**src/rtl/cgra_cfg_pkg.sv**
```systemverilog
// Shared constants, helpers and mode type for CGRA multi-context configuration cells.
package cgra_cfg_pkg;

  localparam int CFG_SEL_W    = 3;
  localparam int CFG_CONTEXTS = 4;

  // Context index width; never narrower than one bit, even for a single context.
  function automatic int ctx_w(input int n);
    return (n <= 2) ? 1 : $clog2(n);
  endfunction

  typedef enum logic [1:0] {
    CONFIG,
    RUN,
    HOLD
  } ctx_mode_e;

endpackage

```
**src/rtl/cgra_ctx_counter.sv**
```systemverilog
// Modulo context counter: wraps at the clamped initiation interval, sync clear and enable.
module cgra_ctx_counter
  import cgra_cfg_pkg::*;
#(
  parameter int CONTEXTS = CFG_CONTEXTS,
  parameter int II_W     = $clog2(CONTEXTS + 1),
  parameter int CTX_W    = ctx_w(CONTEXTS)
) (
  input  logic             clk,
  input  logic             rst,
  input  logic             clear,
  input  logic             en,
  input  logic [II_W-1:0]  ii,
  output logic [CTX_W-1:0] ctx
);

  // II of 0 behaves as 1; anything above the stored context count saturates.
  function automatic logic [II_W-1:0] clamp_ii(input logic [II_W-1:0] v);
    if (v == '0) return II_W'(1);
    if (v > II_W'(CONTEXTS)) return II_W'(CONTEXTS);
    return v;
  endfunction

  logic [II_W-1:0] ii_eff;
  logic [II_W-1:0] ctx_ext;
  logic            wrap;

  assign ii_eff  = clamp_ii(ii);
  assign ctx_ext = II_W'(ctx);
  // Using >= rather than == also recovers when II shrinks below the current index.
  assign wrap    = (ctx_ext + II_W'(1)) >= ii_eff;

  always_ff @(posedge clk) begin
    if (rst || clear) begin
      ctx <= '0;
    end else if (en) begin
      ctx <= wrap ? '0 : ctx + CTX_W'(1);
    end
  end

endmodule

```
**src/rtl/configcell_context_3b.sv**
```systemverilog
// Multi-context select cell for a 6-input routing mux, loaded through the config shift chain.
// Optional even-parity check on the chain is enabled by defining CGRA_CFG_PARITY_EN.
module configcell_context_3b
  import cgra_cfg_pkg::*;
#(
  parameter int SIZE     = CFG_SEL_W,
  parameter int CONTEXTS = CFG_CONTEXTS,
  localparam int II_W    = $clog2(CONTEXTS + 1),
  localparam int CTX_W   = ctx_w(CONTEXTS)
) (
  input  logic             CGRA_Clock,
  input  logic             CGRA_Reset,
  input  logic             ConfigIn,
  output logic             ConfigOut,
  input  logic             config_en,
  input  logic             run_en,
  input  logic [II_W-1:0]  ii,
  output logic [SIZE-1:0]  select,
  output logic [CTX_W-1:0] ctx
`ifdef CGRA_CFG_PARITY_EN
  ,
  output logic             cfg_err
`endif
);

  localparam int N = SIZE * CONTEXTS;
`ifdef CGRA_CFG_PARITY_EN
  localparam int PAR = 1;
`else
  localparam int PAR = 0;
`endif
  localparam int CHAIN_N = N + PAR;

  logic [CHAIN_N-1:0] chain;
  logic [SIZE-1:0]    ctx_sel;
  logic [SIZE-1:0]    sel_nxt;
  logic               gate;
  logic               ctr_clear;
  logic               ctr_en;
  ctx_mode_e          mode;

  // The parity bit, when present, sits at bit 0 so contexts shift up by one.
  assign ctx_sel   = chain[int'(ctx) * SIZE + PAR +: SIZE];
  assign ConfigOut = chain[CHAIN_N-1];

`ifdef CGRA_CFG_PARITY_EN
  assign cfg_err = !CGRA_Reset && !config_en && (^chain);
  assign gate    = cfg_err;
`else
  assign gate    = 1'b0;
`endif

  always_comb begin
    mode      = HOLD;
    ctr_clear = 1'b0;
    ctr_en    = 1'b0;
    sel_nxt   = select;
    if (config_en) begin
      mode = CONFIG;
    end else if (run_en) begin
      mode = RUN;
    end
    case (mode)
      CONFIG: begin
        ctr_clear = 1'b1;
        sel_nxt   = '0;
      end
      RUN: begin
        ctr_en  = 1'b1;
        sel_nxt = gate ? '0 : ctx_sel;
      end
      default: ;
    endcase
  end

  always_ff @(posedge CGRA_Clock) begin
    if (CGRA_Reset) begin
      chain  <= '0;
      select <= '0;
    end else begin
      if (config_en) chain <= {chain[CHAIN_N-2:0], ConfigIn};
      select <= sel_nxt;
    end
  end

  cgra_ctx_counter #(
    .CONTEXTS(CONTEXTS),
    .II_W    (II_W),
    .CTX_W   (CTX_W)
  ) u_ctr (
    .clk  (CGRA_Clock),
    .rst  (CGRA_Reset),
    .clear(ctr_clear),
    .en   (ctr_en),
    .ii   (ii),
    .ctx  (ctx)
  );

endmodule

```
**config.mk**
```make
export PLATFORM = sky130hd
export DESIGN_NAME = configcell_context_3b
export DESIGN_NICKNAME = d
export VERILOG_FILES = /design/src/rtl/cgra_cfg_pkg.sv /design/src/rtl/cgra_ctx_counter.sv /design/src/rtl/configcell_context_3b.sv
export SDC_FILE = /design/constraint.sdc
export NUM_CORES = 1
export LEC_CHECK = 0
export BUFFER_PORTS_ARGS = -buffer_cell sky130_fd_sc_hd__buf_2
export CORE_MARGIN = 4
export CORE_UTILIZATION = 47
export CTS_BUF_LIST = sky130_fd_sc_hd__clkbuf_8
export DETAILED_ROUTE_END_ITERATION = 7
export PLACE_DENSITY_LB_ADDON = 0.08
export RECOVER_POWER = 50
export SLEW_MARGIN = 20
export SYNTH_ARGS = -nofsm -noshare
export SYNTH_HDL_FRONTEND = slang
export SYNTH_SLANG_ARGS = --single-unit
export TNS_END_PERCENT = 30
```
**constraint.sdc**
```tcl
create_clock -name CGRA_Clock -period 2.3 [get_ports CGRA_Clock]
set_clock_uncertainty 0.05 [all_clocks]
set_input_delay 0.23 -clock CGRA_Clock [delete_from_list [all_inputs] [get_ports CGRA_Clock]]
set_output_delay 0.23 -clock CGRA_Clock [all_outputs]
set_load 0.05 [all_outputs]
```
==> out/metrics.csv <==
stage,metric,value,unit
sta,number of slew-limit violations in the final report,0,
clock_tree,hold bufs inserted after CTS,0,
sta,max-slew headroom at the worst pin,40.4,%
die,Boundary Pins,14,
place,count of placed standard cells including taps,99,
sta,Max Freq,641,MHz
die,number of rows in the core area,14,
global_route,wire length of the first global-routing pass,2.30,mm
global_route,pin count of the biggest net entering global routing,15,
clock_tree,TritonCTS sink count,17,
global_route,number of global-route vias before repair,528,
job,count of max-cap constraint violations,0,
power_and_ir_drop,Sw Ratio,22.8,%
sta,Final Hold Slack,0.166,ns
power_and_ir_drop,Max IR drop VDD,443,µV
synth,Synth Cell Area,779,µm²
cells_and_area,Syn-to-layout area delta,14.1,%
synth,total nets after synthesis,86,
global_route,fraction of met3 tracks used by global routing,7.06,%
power_and_ir_drop,total power of the final layout,0.569,mW
clock_tree,PostCTS Resize Cnt,0,
hold_path,HP Class,in2reg,
detailed_routing,Iter 0 DRT Violations,3,
global_route,met1 Usage GRT,14.4,%
synth,number of flip-flops and latches in the synthesized netlist,17,
setup_path,Critical Path AT,1.65,ns
detailed_routing,via count normalized by instance count,5.31,
synth,number of standard cells after synthesis,74,
global_route,Overall Global Routing Usage,12.5,%
synth,sequential cell area fraction in the yosys report,43.7,%
sta,time the worst path needs with I/O delays and setup,1.56,ns
setup_path,largest driver fanout on the critical path,8,
clock_tree,Clock transition at path regs,0.06,ns
cells_and_area,number of antenna diodes,0,
die,horizontal extent of the die,48.7,µm
die,Starting Density,50.6,%
die,Die Area,2370,µm²
power_and_ir_drop,clock group share of total power,38.5,%
sta,min setup slack post-route,0.740,ns
power_and_ir_drop,switching pwr,0.130,mW
power_and_ir_drop,power share of the combinational group,8.4,%
power_and_ir_drop,total internal power,0.439,mW
power_and_ir_drop,Pwr Density,639,nW/µm²
sta,Tcrit/Tclk final,67.8,%
global_route,"Most Used Layer, Global Route",met2,
synth,mean cell area of the mapped netlist,10.5,µm²
detailed_routing,total wire length,1.32,mm
setup_path,crit path launch type,flip-flop,
outcome,outcome,"complete, no violations",
setup_path,required time reported for the critical path endpoint,2.39,ns
sta,final count of negative-setup-slack endpoints,0,
place,placed standard-cell area,845,µm²
power_and_ir_drop,sequential cell fraction of total power,53.1,%
clock_tree,CTS root buffer,sky130_fd_sc_hd__clkbuf_8,
place,dpl ws,0.754,ns
place,GPL Wtd Cong,0.707,
synth,ranking of synthesized cells by area,"sky130_fd_sc_hd__dfxtp_1 (44%), sky130_fd_sc_hd__mux2i_1 (19%), sky130_fd_sc_hd__mux4_1 (10%)",
place,number of buffers added on ports,13,
cells_and_area,area of all placed cells without fillers,890,µm²
global_route,GRT met2 Usage,19.3,%
die,y dimension of the die,48.7,µm
setup_path,Crit. End Element,flip-flop,
cells_and_area,number of fill cells,144,
detailed_routing,total iterations of the first detailed-routing run,2,
synth,yosys synthesis warning count,0,
detailed_routing,via count,547,
global_route,number of antenna violations at the first check in global routing,0,
synth,cell type with the highest aggregate area in the netlist,sky130_fd_sc_hd__dfxtp_1,
clock_tree,maximum buffer depth of the clock tree,2,
sta,unrepaired setup endpoints after global routing,no,
clock_tree,CTS tree,built,
setup_path,type of the worst setup path,reg2reg,
detailed_routing,Wirelength per Cell,12.8,µm
clock_tree,worst-skew pair later-pin latency,0.25,ns
detailed_routing,DRC Markers,0,
place,DP Wirelength,981,µm
cells_and_area,final core utilization,57.7,%
sta,actual slew at the worst max-slew pin,0.895,ns
clock_tree,number of buffers created by CTS,3,
sta,count of final hold-check violations,0,
die,Core Footprint,1540,µm²
cells_and_area,number of nets at the end of the flow,100,
cells_and_area,share of layout cells above drive strength 1,19.5,%
clock_tree,postcts setup bufs,0,
cells_and_area,number of standard cells in the final layout excluding fillers,103,
sta,total negative setup slack,0,ns
power_and_ir_drop,total leakage power,0.432,nW
detailed_routing,antenna-violating nets left,0,
global_route,global-route congestion overflow total,0,
synth,share of the synthesized area in the top cell type,43.7,%
clock_tree,deepest level of the CTS H-tree,1,
synth,"Distinct cells, synth",16,
==> registers in the layout (all words and copies together), names as in the netlist <==
| register | count |
|---|---|
| u_ctr.ctx | 2 |
| select | 3 |
| chain | 12 |
==> final cells by class <==
class | instances | area, µm² | share of cell area, %
clock buffer | 3 | 41.3 | 4.64
clock inverter | 1 | 5.00 | 0.563
tap | 16 | 20.0 | 2.25
multi-input combinational | 51 | 412 | 46.3
inverter | 2 | 7.51 | 0.844
sequential | 17 | 340 | 38.3
timing repair buffer | 13 | 63.8 | 7.17
==> kinds of logic (layout without fill, tap and decap cells) <==
| group | after synthesis | count (layout) | share of synthesized area, % |
|---|---|---|---|
| muxes | 18 | 18 | 29.4 |
| and+or+nand+nor | 24 | 24 | 13.8 |
| buffers and inverters | 6 | 19 | 3.53 |
| DFF | 17 | 17 | 43.7 |
| adders and majority gates | 4 | 4 | 6.42 |
| AOI/OAI and AO/OA | 5 | 5 | 3.21 |
==> critical path, stage by stage, from the launching register on <==
cell and delay, ns:
sky130_fd_sc_hd__dfxtp_1 0.48, sky130_fd_sc_hd__ha_1 0.30, sky130_fd_sc_hd__ha_1 0.28, sky130_fd_sc_hd__nand2_1 0.04, sky130_fd_sc_hd__o21ai_0 0.18, sky130_fd_sc_hd__o21ai_0 0.11
==> layout by cell type, fill, tap and decap left out <==
| master | netlist | routed |
|---|---|---|
| sky130_fd_sc_hd__a21oi_1 | 2 | 2 |
| sky130_fd_sc_hd__buf_2 | 1 | 12 |
| sky130_fd_sc_hd__clkbuf_1 | 2 | 1 |
| sky130_fd_sc_hd__clkbuf_8 | 0 | 3 |
| sky130_fd_sc_hd__clkinv_2 | 0 | 1 |
| sky130_fd_sc_hd__dfxtp_1 | 17 | 17 |
| sky130_fd_sc_hd__ha_1 | 4 | 4 |
| sky130_fd_sc_hd__inv_1 | 2 | 2 |
| sky130_fd_sc_hd__mux2i_1 | 15 | 15 |
| sky130_fd_sc_hd__mux4_1 | 3 | 3 |
| sky130_fd_sc_hd__nand2_1 | 2 | 2 |
| sky130_fd_sc_hd__nand3_1 | 1 | 1 |
| sky130_fd_sc_hd__nand3b_1 | 3 | 3 |
| sky130_fd_sc_hd__nor2_1 | 16 | 16 |
| sky130_fd_sc_hd__nor2b_1 | 1 | 1 |
| sky130_fd_sc_hd__o21ai_0 | 3 | 3 |
| sky130_fd_sc_hd__or2_2 | 1 | 1 |
==> routing by layer <==
layer  vias up  routed length [µm]
li1        285                   -
met1       247                 619
met2        13                 594
met3         2                  92
met4         0                  12
met5         -                   0
==> worst paths after layout <==
kind / end / cells after the start / start / slack, ns
worst max register to register: u_ctr.ctx[1] / 5 / u_ctr.ctx[0] / 0.74
worst min-delay path: chain[0] / 3 / ConfigIn / 0.17
worst min register to register: select[2] / 2 / select[2] / 0.44
worst max-delay path: u_ctr.ctx[1] / 5 / u_ctr.ctx[0] / 0.74
==> Yosys cell counts (all sizes together) <==
master,n
a21oi,2
buf,2
clkbuf,2
dfxtp,17
ha,4
inv,2
mux2i,15
mux4,3
nand2,2
nand3,1
nand3b,3
nor2,16
nor2b,1
o21ai,3
or2,1
==> power groups by stage <==
stage	Clock (mW)	Combinational [mW]	Sequential [mW]
2_1_floorplan	0	0.0321	0.313
3_3_place_gp	0	0.0470	0.309
3_5_place_dp	0	0.0478	0.309
4_1_cts	0.229	0.0481	0.302
5_1_grt	0.243	0.0535	0.303
6_report	0.219	0.0475	0.302
Note: power is estimated with default switching activity, not from simulation.
